### src/rtl/alu_pkg.sv
// Shared ALU definitions: alu_control opcodes, RV32I opcode/funct constants, decode record.
// Latency: n/a (constants and types only).
// Backpressure: n/a.
package alu_pkg;

    // ALU operation codes, shared with the execute ALU
    localparam logic [5:0] ALU_NOP = 6'd0;
    localparam logic [5:0] ALU_ADD = 6'd1;
    localparam logic [5:0] ALU_SUB = 6'd2;
    localparam logic [5:0] ALU_SLL = 6'd3;
    localparam logic [5:0] ALU_SLT = 6'd4;
    localparam logic [5:0] ALU_OR  = 6'd5;
    localparam logic [5:0] ALU_XOR = 6'd6;
    localparam logic [5:0] ALU_SGT = 6'd7;  // reserved, never issued by this stage

    // RV32I major opcodes
    localparam logic [6:0] OP_R = 7'b0110011;
    localparam logic [6:0] OP_I = 7'b0010011;

    // funct3 values
    localparam logic [2:0] F3_ADD = 3'd0;
    localparam logic [2:0] F3_SLL = 3'd1;
    localparam logic [2:0] F3_SLT = 3'd2;
    localparam logic [2:0] F3_XOR = 3'd4;
    localparam logic [2:0] F3_OR  = 3'd6;

    // funct7 values
    localparam logic [6:0] F7_BASE = 7'h00;
    localparam logic [6:0] F7_SUB  = 7'h20;

    // Decoded instruction record
    typedef struct packed {
        logic [5:0] alu_control;
        logic       is_imm;     // src2 comes from the immediate
        logic       uses_rs2;   // rs2 participates in hazard checks
        logic       shift_imm;  // SLLI: shamt taken from instr[23:20]
        logic       legal;
        logic [4:0] rd;
        logic [4:0] rs1;
        logic [4:0] rs2;
    } dec_t;

endpackage

### src/rtl/alu_issue_decode.sv
// Combinational RV32I integer-subset decoder: instr -> alu_control, operand kind, legality, imm.
// Latency: 0 cycles (pure combinational).
// Backpressure: none; stateless.
// Ports: i_instr (instruction word), o_dec (decoded record), o_imm (imm[11:0] truncated to DATA_W).
module alu_issue_decode
    import alu_pkg::*;
#(
    parameter int DATA_W = 8
) (
    input  logic [31:0]       i_instr,
    output dec_t              o_dec,
    output logic [DATA_W-1:0] o_imm
);

    logic [6:0] w_opcode;
    logic [2:0] w_f3;
    logic [6:0] w_f7;

    assign w_opcode = i_instr[6:0];
    assign w_f3     = i_instr[14:12];
    assign w_f7     = i_instr[31:25];

    // Sign-extend-then-fit keeps the low bits of imm[11:0] for narrow operands
    assign o_imm = DATA_W'($signed(i_instr[31:20]));

    always_comb begin
        o_dec           = '0;
        o_dec.rd        = i_instr[11:7];
        o_dec.rs1       = i_instr[19:15];
        o_dec.rs2       = i_instr[24:20];
        o_dec.alu_control = ALU_NOP;
        case (w_opcode)
            OP_R: begin
                o_dec.uses_rs2 = 1'b1;
                if (w_f7 == F7_BASE) begin
                    o_dec.legal = 1'b1;
                    case (w_f3)
                        F3_ADD:  o_dec.alu_control = ALU_ADD;
                        F3_SLL:  o_dec.alu_control = ALU_SLL;
                        F3_SLT:  o_dec.alu_control = ALU_SLT;
                        F3_XOR:  o_dec.alu_control = ALU_XOR;
                        F3_OR:   o_dec.alu_control = ALU_OR;
                        default: o_dec.legal = 1'b0;
                    endcase
                end else if (w_f7 == F7_SUB && w_f3 == F3_ADD) begin
                    o_dec.legal       = 1'b1;
                    o_dec.alu_control = ALU_SUB;
                end
            end
            OP_I: begin
                o_dec.is_imm = 1'b1;
                o_dec.legal  = 1'b1;
                case (w_f3)
                    F3_ADD: o_dec.alu_control = ALU_ADD;
                    F3_SLT: o_dec.alu_control = ALU_SLT;
                    F3_XOR: o_dec.alu_control = ALU_XOR;
                    F3_OR:  o_dec.alu_control = ALU_OR;
                    F3_SLL: begin
                        if (w_f7 == F7_BASE) begin
                            o_dec.alu_control = ALU_SLL;
                            o_dec.shift_imm   = 1'b1;
                        end else begin
                            o_dec.legal = 1'b0;
                        end
                    end
                    default: o_dec.legal = 1'b0;
                endcase
            end
            default: o_dec.legal = 1'b0;
        endcase
        // Illegal instructions must not create hazards or carry an opcode
        if (!o_dec.legal) begin
            o_dec.alu_control = ALU_NOP;
            o_dec.uses_rs2    = 1'b0;
            o_dec.shift_imm   = 1'b0;
        end
    end

endmodule

### src/rtl/alu_issue.sv
// Decode/issue stage: regfile read, busy scoreboard, registered operand slot for the ALU.
// Latency: 1 cycle from in_valid&&in_ready to out_valid; illegal pulses 1 cycle after acceptance.
// Backpressure: in_ready low on RAW/WAW hazard or when the held slot is not consumed (out_ready low).
// Ports: in_* instruction handshake; out_* ALU operands/opcode/rd; illegal pulse; wb_* writeback.
module alu_issue
    import alu_pkg::*;
#(
    parameter int DATA_W  = 8,
    parameter int SHAMT_W = 4
) (
    input  logic               clk,
    input  logic               rst_n,
    input  logic               in_valid,
    output logic               in_ready,
    input  logic [31:0]        in_instr,
    output logic               out_valid,
    input  logic               out_ready,
    output logic [DATA_W-1:0]  out_src1,
    output logic [DATA_W-1:0]  out_src2,
    output logic [5:0]         out_alu_control,
    output logic [SHAMT_W-1:0] out_shamt,
    output logic [4:0]         out_rd,
    output logic               illegal,
    input  logic               wb_en,
    input  logic [4:0]         wb_rd,
    input  logic [DATA_W-1:0]  wb_data
);

    dec_t               w_dec;
    logic [DATA_W-1:0]  w_imm;

    alu_issue_decode #(.DATA_W(DATA_W)) u_decode (
        .i_instr (in_instr),
        .o_dec   (w_dec),
        .o_imm   (w_imm)
    );

    logic [DATA_W-1:0]  r_regs [32];
    logic [31:0]        r_busy;
    logic [31:0]        w_busy_nxt;
    logic               r_rst_done;   // holds in_ready low until the first edge after reset
    logic               r_out_valid;
    logic [DATA_W-1:0]  r_out_src1;
    logic [DATA_W-1:0]  r_out_src2;
    logic [5:0]         r_out_ctrl;
    logic [SHAMT_W-1:0] r_out_shamt;
    logic [4:0]         r_out_rd;
    logic               r_illegal;

    logic               w_wb_rs1;
    logic               w_wb_rs2;
    logic               w_wb_rd;
    logic               w_stall;
    logic               w_slot_free;
    logic               w_accept;
    logic               w_issue;
    logic [DATA_W-1:0]  w_rs1_val;
    logic [DATA_W-1:0]  w_rs2_val;
    logic [DATA_W-1:0]  w_src2;
    logic [SHAMT_W-1:0] w_shamt;

    // Writeback hits this cycle (x0 is never written, so never a hit)
    assign w_wb_rs1 = wb_en && (wb_rd == w_dec.rs1) && (w_dec.rs1 != 5'd0);
    assign w_wb_rs2 = wb_en && (wb_rd == w_dec.rs2) && (w_dec.rs2 != 5'd0);
    assign w_wb_rd  = wb_en && (wb_rd == w_dec.rd)  && (w_dec.rd  != 5'd0);

    // Same-cycle writeback bypasses the regfile
    assign w_rs1_val = w_wb_rs1 ? wb_data : r_regs[w_dec.rs1];
    assign w_rs2_val = w_wb_rs2 ? wb_data : r_regs[w_dec.rs2];

    // A busy bit being cleared this cycle does not stall; illegal ops never stall
    assign w_stall = w_dec.legal &&
                     ((r_busy[w_dec.rs1] && !w_wb_rs1) ||
                      (w_dec.uses_rs2 && r_busy[w_dec.rs2] && !w_wb_rs2) ||
                      (r_busy[w_dec.rd] && !w_wb_rd));

    assign w_slot_free = !r_out_valid || out_ready;
    assign in_ready    = r_rst_done && w_slot_free && !w_stall;
    assign w_accept    = in_valid && in_ready;
    assign w_issue     = w_accept && w_dec.legal;

    always_comb begin
        w_src2  = w_rs2_val;
        w_shamt = w_rs2_val[SHAMT_W-1:0];
        if (w_dec.is_imm) begin
            w_src2  = w_imm;
            w_shamt = '0;
            if (w_dec.shift_imm) begin
                w_shamt = w_dec.rs2[SHAMT_W-1:0];
                w_src2  = DATA_W'(w_dec.rs2[SHAMT_W-1:0]);
            end
        end
    end

    // Clear on writeback first, then set on issue so set wins for the same register
    always_comb begin
        w_busy_nxt = r_busy;
        if (wb_en) begin
            w_busy_nxt[wb_rd] = 1'b0;
        end
        if (w_issue && w_dec.rd != 5'd0) begin
            w_busy_nxt[w_dec.rd] = 1'b1;
        end
        w_busy_nxt[0] = 1'b0;
    end

    always_ff @(posedge clk or negedge rst_n) begin
        if (!rst_n) begin
            r_busy     <= '0;
            r_rst_done <= 1'b0;
        end else begin
            r_busy     <= w_busy_nxt;
            r_rst_done <= 1'b1;
        end
    end

    always_ff @(posedge clk or negedge rst_n) begin
        if (!rst_n) begin
            for (int i = 0; i < 32; i++) begin
                r_regs[i] <= '0;
            end
        end else if (wb_en && wb_rd != 5'd0) begin
            r_regs[wb_rd] <= wb_data;
        end
    end

    always_ff @(posedge clk or negedge rst_n) begin
        if (!rst_n) begin
            r_out_valid <= 1'b0;
            r_out_src1  <= '0;
            r_out_src2  <= '0;
            r_out_ctrl  <= ALU_NOP;
            r_out_shamt <= '0;
            r_out_rd    <= '0;
            r_illegal   <= 1'b0;
        end else begin
            r_illegal <= w_accept && !w_dec.legal;
            if (w_issue) begin
                r_out_valid <= 1'b1;
                r_out_src1  <= w_rs1_val;
                r_out_src2  <= w_src2;
                r_out_ctrl  <= w_dec.alu_control;
                r_out_shamt <= w_shamt;
                r_out_rd    <= w_dec.rd;
            end else if (out_ready) begin
                r_out_valid <= 1'b0;
            end
        end
    end

    assign out_valid       = r_out_valid;
    assign out_src1        = r_out_src1;
    assign out_src2        = r_out_src2;
    assign out_alu_control = r_out_ctrl;
    assign out_shamt       = r_out_shamt;
    assign out_rd          = r_out_rd;
    assign illegal         = r_illegal;

endmodule

### config.mk
export PLATFORM = sky130hd
export DESIGN_NAME = alu_issue
export DESIGN_NICKNAME = d
export VERILOG_FILES = /design/src/rtl/alu_pkg.sv /design/src/rtl/alu_issue_decode.sv /design/src/rtl/alu_issue.sv
export SDC_FILE = /design/constraint.sdc
export NUM_CORES = 1
export LEC_CHECK = 0
export ABC_AREA = 1
export CAP_MARGIN = 15
export CELL_PAD_IN_SITES_DETAIL_PLACEMENT = 0
export CELL_PAD_IN_SITES_GLOBAL_PLACEMENT = 1
export CORE_ASPECT_RATIO = 1.1
export CORE_UTILIZATION = 25
export DETAILED_ROUTE_END_ITERATION = 16
export DONT_BUFFER_PORTS = 1
export GPL_TIMING_DRIVEN = 0
export HOLD_SLACK_MARGIN = 0.15
export PLACE_DENSITY_LB_ADDON = 0.1
export SYNTH_ARGS = -nofsm -noshare
export SYNTH_HDL_FRONTEND = slang
export SYNTH_SLANG_ARGS = --single-unit
### constraint.sdc
create_clock -name clk -period 4.9 [get_ports clk]
set_input_delay 0.98 -clock clk [delete_from_list [all_inputs] [get_ports clk]]
set_output_delay 0.98 -clock clk [all_outputs]
set_load 0.02 [all_outputs]
Word-level counts from Yosys, hierarchy flattened
Cells that the tools add are included.
{"block": "classes", "n_eq_ne": 10, "shifts": 0, "div_mod_pow": 0, "multipliers": 0, "bitwise_logic": 6, "add_sub_neg": 0, "n_reduce_logical": 40, "order_cmp": 10, "n_mux": 47}
{"cell": "$bwmux 256", "n": 1}
{"cell": "$bmux 8 s5", "n": 2}
{"cell": "$mux 8", "n": 9}
{"cell": "$mux 32", "n": 2}
{"cell": "$demux 8 s5", "n": 1}
{"cell": "$and 32x32->32", "n": 1}
{"cell": "$not 32->32", "n": 1}
{"cell": "$or 32x32->32", "n": 1}
{"cell": "$pmux 6 s5", "n": 1}
{"cell": "$lt 5x6->1 const B", "n": 4}
{"cell": "$logic_and 1x1->1", "n": 22}
{"cell": "$reduce_bool 5->1", "n": 4}
{"cell": "$ge 6x6->1 const B", "n": 3}
{"cell": "$not 5->6", "n": 3}
{"cell": "$bmux 1 s5", "n": 3}
{"cell": "$eq 5x5->1", "n": 3}
{"cell": "$mux 1", "n": 15}
{"cell": "$pmux 3 s5", "n": 1}
{"cell": "$eq 7x6->1 const B", "n": 2}
{"cell": "$mux 6", "n": 2}
{"cell": "$pmux 6 s2", "n": 1}
{"cell": "$demux 1 s5", "n": 2}
{"cell": "$ge 5x1->1 const B", "n": 2}
{"cell": "$mux 4", "n": 2}
{"cell": "other kinds (14)", "n": 25}
{"block": "totals", "mem_count": 0, "latchBits": 0, "inputBits": 50, "ramBits": 0, "elab_cells": 154, "romBits": 0, "reg_bits": 321, "output_inout_bits": 34}

Longest topological paths before layout
{"block": "logic_depth", "ltp_word": 17, "depth_mapped": 18, "ltp_nobuf": 16}

Modules after synthesis
A second synthesis with hierarchy kept.
{"block": "hier_totals", "hier_cells": 2533, "hier_area_um2": 18156.2}
{"module": "alu_issue", "cells_each": 2451, "n_inst": 1, "seq_area_each_um2": 8032.7, "area_each_um2": 17656.9}
{"module": "alu_issue_decode", "cells_each": 82, "n_inst": 1, "seq_area_each_um2": 0.0, "area_each_um2": 499.2}

Worst setup path before layout
Ideal clock, no wire load.
{"block": "synth_path", "kind": "input to output", "from": "input wb_rd[3]", "to": "output in_ready", "cell_stages": 10, "setup_slack_ps": 1680, "required_ps": 3920, "arrival_time_ps": 2240, "path_buffers": 1, "cell_sequence": "buf_2 -> nor3_1 -> nand2_1 -> nand2_1 -> nor2_4 -> nor2_1 -> nand3_1 -> nand2_1 -> nor2_2 -> o21a_1"}
{"block": "synth_between", "elab_chain_len": 10, "elab_cells_between_ends": 20, "classes_between": "eq/ne (3); reduce/logical (17)"}
{"element": "from (decl)", "line": "alu_issue.sv:25", "source": "input logic [4:0] wb_rd,"}
{"element": "$eq 5x5->1, on equally long branches", "line": "alu_issue.sv:63, alu_issue.sv:64"}
{"element": "$logic_and 1x1->1, on equally long branches (2 in a row)", "line": "alu_issue.sv:63, alu_issue.sv:64"}
{"element": "$logic_not 1->1, on equally long branches", "line": "alu_issue.sv:73, alu_issue.sv:74"}
{"element": "$logic_and 1x1->1, on equally long branches", "line": "alu_issue.sv:73, alu_issue.sv:74"}
{"element": "$logic_or 1x1->1", "line": "alu_issue.sv:73", "source": "((r_busy[w_dec.rs1] && !w_wb_rs1) ||"}
{"element": "$logic_or 1x1->1 (*)", "line": "alu_issue.sv:74", "source": "(w_dec.uses_rs2 && r_busy[w_dec.rs2] && !w_wb_rs2) ||"}
{"element": "$logic_and 1x1->1 (*)", "line": "alu_issue.sv:72", "source": "assign w_stall = w_dec.legal &&"}
{"element": "$logic_not 1->1 (*)", "line": "alu_issue.sv:78", "source": "assign in_ready = r_rst_done && w_slot_free && !w_stall;"}
{"element": "$logic_and 1x1->1 (*)", "line": "alu_issue.sv:78"}
{"element": "to (decl)", "line": "alu_issue.sv:14", "source": "output logic in_ready,"}
Every way passes the cells marked *; elsewhere a longest branch is shown, timed or not.

Worst setup path after layout
{"block": "layout_path", "from": "input in_instr[17]", "to": "register r_out_src1[6] (netlist: out_src1[6])"}
{"block": "layout_between", "elab_chain_len": 12, "elab_cells_between_ends": 20, "classes_between": "eq/ne (1); mux (6); bitwise (1); reduce/logical (12)"}
{"element": "from (decl)", "line": "alu_issue.sv:15", "source": "input logic [31:0] in_instr,"}
{"element": "parallel branches: the longest is 12 deep, another holds $bmux 1 s5"}
{"element": "to (signal assigned)", "line": "alu_issue.sv:140", "source": "r_out_src1 <= w_rs1_val;"}
{"element": "to (decl)", "line": "alu_issue.sv:43", "source": "logic [DATA_W-1:0] r_out_src1;"}
Parallel ways; which one is timed is not known. The select of a mux whose other input is x is not followed.
A chain may end at the register's enable or synchronous reset.

==> results_tabular.tex <==
\begin{tabular}{lr}
\hline
Metric & Value \\
\hline
\multicolumn{2}{l}{\textbf{Timing}} \\
Final hold violation count & 0 \\
Period Utilization, post-route & 90.0\% \\
Final total negative setup slack & 0 ns \\
Headroom to the max-slew limit & 5.60\% \\
Setup-failing EPs final & 0 \\
RSZ-0062 raised after global routing & no \\
Final Critical Period & 4.41 ns \\
Measured slew at the worst slew-check pin & 1.42 ns \\
Smallest hold slack & 0.254 ns \\
Clk\_skew & 0.0165 ns \\
Max-slew violations & 0 \\
F\_max & 227 MHz \\
\multicolumn{2}{l}{\textbf{Floorplan}} \\
Standard-cell row count & 102 \\
Y dimension of the die & 282 um \\
Area enclosed by the die boundary & 0.0724 mm\^{}2 \\
Die width & 257 um \\
Top Ports & 84 \\
Initial core utilization & 25.3\% \\
Standard cell core area & 0.0704 mm\^{}2 \\
\multicolumn{2}{l}{\textbf{Clock network}} \\
Number of post-CTS setup repair buffers & 0 \\
Post-cts repair resize count & 0 \\
TritonCTS clock tree & yes \\
Clock root buffer & sky130\_fd\_sc\_hd\_\_clkbuf\_16 \\
Clk Latency, worst-skew pair & 0.58 ns \\
Longest Clk Path Bufs & 3 \\
Deepest level of the CTS H-tree & 2 \\
Number of buffers inserted during clock tree synthesis & 40 \\
Sinks on Clock Net & 318 \\
CTS clock-pin slew for the worst setup and hold paths & 0.06 ns \\
\multicolumn{2}{l}{\textbf{Synthesis}} \\
Post-synth top area share & 44.6\% \\
Per-instance average area after synthesis & 7.12 um\^{}2 \\
Count leader, synth & sky130\_fd\_sc\_hd\_\_nand2\_1 \\
Warnings, synthesis & 0 \\
Most numerous cell types in the synthesized netlist & sky130\_fd\_sc\_hd\_\_nand2\_1, sky130\_fd\_sc\_hd\_\_o21ai\_0, sky130\_fd\_sc\_hd\_\_dfrtp\_1 \\
Number of enable flip-flop cells after synthesis & 0 \\
Post-synth top flop & sky130\_fd\_sc\_hd\_\_dfrtp\_1 \\
Ranking of synthesized cells by area & sky130\_fd\_sc\_hd\_\_dfrtp\_1, sky130\_fd\_sc\_hd\_\_o21ai\_0, sky130\_fd\_sc\_hd\_\_nand2\_1, sky130\_fd\_sc\_hd\_\_nor2\_1, sky130\_fd\_sc\_hd\_\_nand3\_1 \\
Yosys top cell by area & sky130\_fd\_sc\_hd\_\_dfrtp\_1 \\
Post-synthesis async set-or-reset flop share & 100\% \\
Post-synthesis instance area & 0.0178 mm\^{}2 \\
Register area share after synthesis & 44.6\% \\
Register bit count reported by yosys & 318 \\
Number of distinct library cells after synthesis & 31 \\
Syn Inst Count & 2,504 \\
\multicolumn{2}{l}{\textbf{Placement}} \\
Post-placement cell count & 3,446 \\
Port Buffers & 0 \\
Routability congestion estimate & 0.993 \\
Area of placed instances & 0.0191 mm\^{}2 \\
HPWL after DPL & 78,900 um \\
\multicolumn{2}{l}{\textbf{Power}} \\
Total leakage power & 8.94 nW \\
Net Sw Power & 0.00273 W \\
Proportion of total power due to net switching & 33.8\% \\
Comb pwr share & 17.7\% \\
Part of the power in the clock network & 39.0\% \\
Peak supply drop & 0.213 mV \\
Internal power component & 0.00533 W \\
Sequential share of power & 43.4\% \\
Power per cell area & 392 mW/mm\^{}2 \\
\multicolumn{2}{l}{\textbf{GRT}} \\
Wire length of the first global-routing pass & 150,000 um \\
Vias in the first global route & 18.7k \\
Initial antenna violation count & 3 \\
Global Route Usage Sum & 29.7\% \\
Largest net degree at the start of global routing & 319 \\
Overflow after GRT & 0 \\
\multicolumn{2}{l}{\textbf{Critical path}} \\
Type of the setup path with the least slack & input port to register \\
Count of cells along the worst register-to-register path & 10 \\
Category of the worst setup path capture point & register \\
Critical Path RT & 5.40 ns \\
Crit path max fanout & 10 \\
CP Launch Type & input port \\
Arr. time, crit path & 4.91 ns \\
\multicolumn{2}{l}{\textbf{Finish}} \\
Syn-to-layout area delta & 15.3\% \\
Share of layout cells above drive strength 1 & 5.53\% \\
Number of nets in the final layout & 2,606 \\
Number of inserted filler cells in the final layout & 7,862 \\
Sequential cell area & 0.00796 mm\^{}2 \\
Total area of multi-input combinational cells & 0.00868 mm\^{}2 \\
Number of standard cells in the layout, taps in and fillers out & 3,524 \\
Fin area & 0.0206 mm\^{}2 \\
\multicolumn{2}{l}{\textbf{Routing}} \\
First-pass iteration count of the detailed router & 6 \\
Total Routed Length & 110,000 um \\
Routed via count & 19.9k \\
DR vias/cell & 5.64 \\
Average routed wire per standard cell & 31.3 um \\
DRC violation count after routing & 0 \\
Post-DRT Antenna Nets & 0 \\
Initial drt markers & 2,734 \\
\multicolumn{2}{l}{\textbf{Outcome}} \\
Outcome & finished, final reports clean \\
\multicolumn{2}{l}{\textbf{Flow run}} \\
Max-cap violations & 0 \\
\multicolumn{2}{l}{\textbf{Hold path}} \\
Hold/Removal Path Class & input port to asynchronous set/reset pin \\
\hline
\end{tabular}
-- cells in the final DEF (no fill, tap or decap), types with 5 or more instances in the layout --
master / instances
sky130_fd_sc_hd__nand2_1: 662
sky130_fd_sc_hd__o21ai_0: 540
sky130_fd_sc_hd__dfrtp_1: 318
sky130_fd_sc_hd__nor2_1: 307
sky130_fd_sc_hd__nand3_1: 152
sky130_fd_sc_hd__clkbuf_1: 150
sky130_fd_sc_hd__inv_1: 83
sky130_fd_sc_hd__o221ai_1: 62
sky130_fd_sc_hd__clkbuf_16: 42
sky130_fd_sc_hd__buf_2: 40
sky130_fd_sc_hd__o22ai_1: 37
sky130_fd_sc_hd__a21oi_1: 35
sky130_fd_sc_hd__o211ai_1: 34
sky130_fd_sc_hd__o21ai_1: 20
sky130_fd_sc_hd__nor3_1: 17
sky130_fd_sc_hd__clkbuf_8: 12
sky130_fd_sc_hd__buf_4: 8
sky130_fd_sc_hd__inv_2: 7
sky130_fd_sc_hd__buf_6: 6
sky130_fd_sc_hd__buf_1: 6
sky130_fd_sc_hd__clkinv_2: 5
-- flip-flops by register name, indices dropped and copies added, names as in the netlist --
name             count
illegal              1
out_alu_control      3
out_rd               5
out_shamt            4
out_src1             8
out_src2             8
out_valid            1
r_busy              31
r_regs             256
r_rst_done           1
-- layer usage --
metal	share of wire, %	GRT usage (%)	up-vias
li1	-	-	8531
met1	40	37.3	9861
met2	45	47.6	1212
met3	9.0	6.59	281
met4	5.9	15.8	0
met5	0	0	-
-- final timing paths --
| kind | to | slack (ns) | start |
|---|---|---|---|
| max | out_src1[6] | 0.49 | in_instr[17] |
| min | r_regs[52] | 0.25 | rst_n |
| max reg2reg | out_src1[6] | 2.23 | r_regs[214] |
| min reg2reg | r_regs[255] | 0.47 | r_regs[255] |
| max in group asynchronous | r_busy[25] | 4.01 | rst_n |
| min in group clk | r_regs[255] | 0.47 | r_regs[255] |
-- layout make-up --
class,count,area share (%)
repair buffers,8,0.736
well taps,936,5.69
plain buffers,203,4.20
diodes,4,0.0487
multi-input cells,1891,42.2
flip-flops and latches,318,38.7
inverters,94,1.72
clock inverters,11,0.718
clock buffers,59,6.00
-- critical path, cell delays in order --
cell and delay, ns:
sky130_fd_sc_hd__buf_2 0.24, sky130_fd_sc_hd__clkbuf_1 0.85, sky130_fd_sc_hd__clkbuf_1 0.82, sky130_fd_sc_hd__o21ai_0 0.51, sky130_fd_sc_hd__o211ai_1 0.76, sky130_fd_sc_hd__nand3_1 0.33, sky130_fd_sc_hd__nand2_1 0.21, sky130_fd_sc_hd__inv_1 0.07
sky130_fd_sc_hd__o21ai_1 0.12
-- stage by stage --
step | setup slack (ns) | total power (W) | utilization (%)
after floorplan | 1.68 | 0.00410 | -
after global placement | -0.123 | 0.00480 | 27.0
after detailed placement | 0.462 | 0.00482 | 27.1
after CTS | 0.795 | 0.00799 | 29.0
after global routing | 0.642 | 0.00835 | 29.2
final | 0.490 | 0.00806 | 29.2
-- cell families (layout without fill, tap and decap cells) --
kind of cell           Yosys count  count (layout)  share of synthesized area (%)
DFF                            318             318                           44.6
AOI/OAI and AO/OA              734             734                           22.7
and+or+nand+nor               1153            1153                           25.8
buffers and inverters          297             375                           6.82
other                            2               8                         0.0421
-- power groups by stage --
stage	Clock, W	Sequential (W)	Combinational, W
2_1_floorplan	0	0.00327	0.000829
3_3_place_gp	0	0.00351	0.00129
3_5_place_dp	0	0.00351	0.00131
4_1_cts	0.00320	0.00348	0.00131
5_1_grt	0.00329	0.00352	0.00154
6_report	0.00314	0.00350	0.00142
No activity file was read; power rests on OpenSTA's default activity.
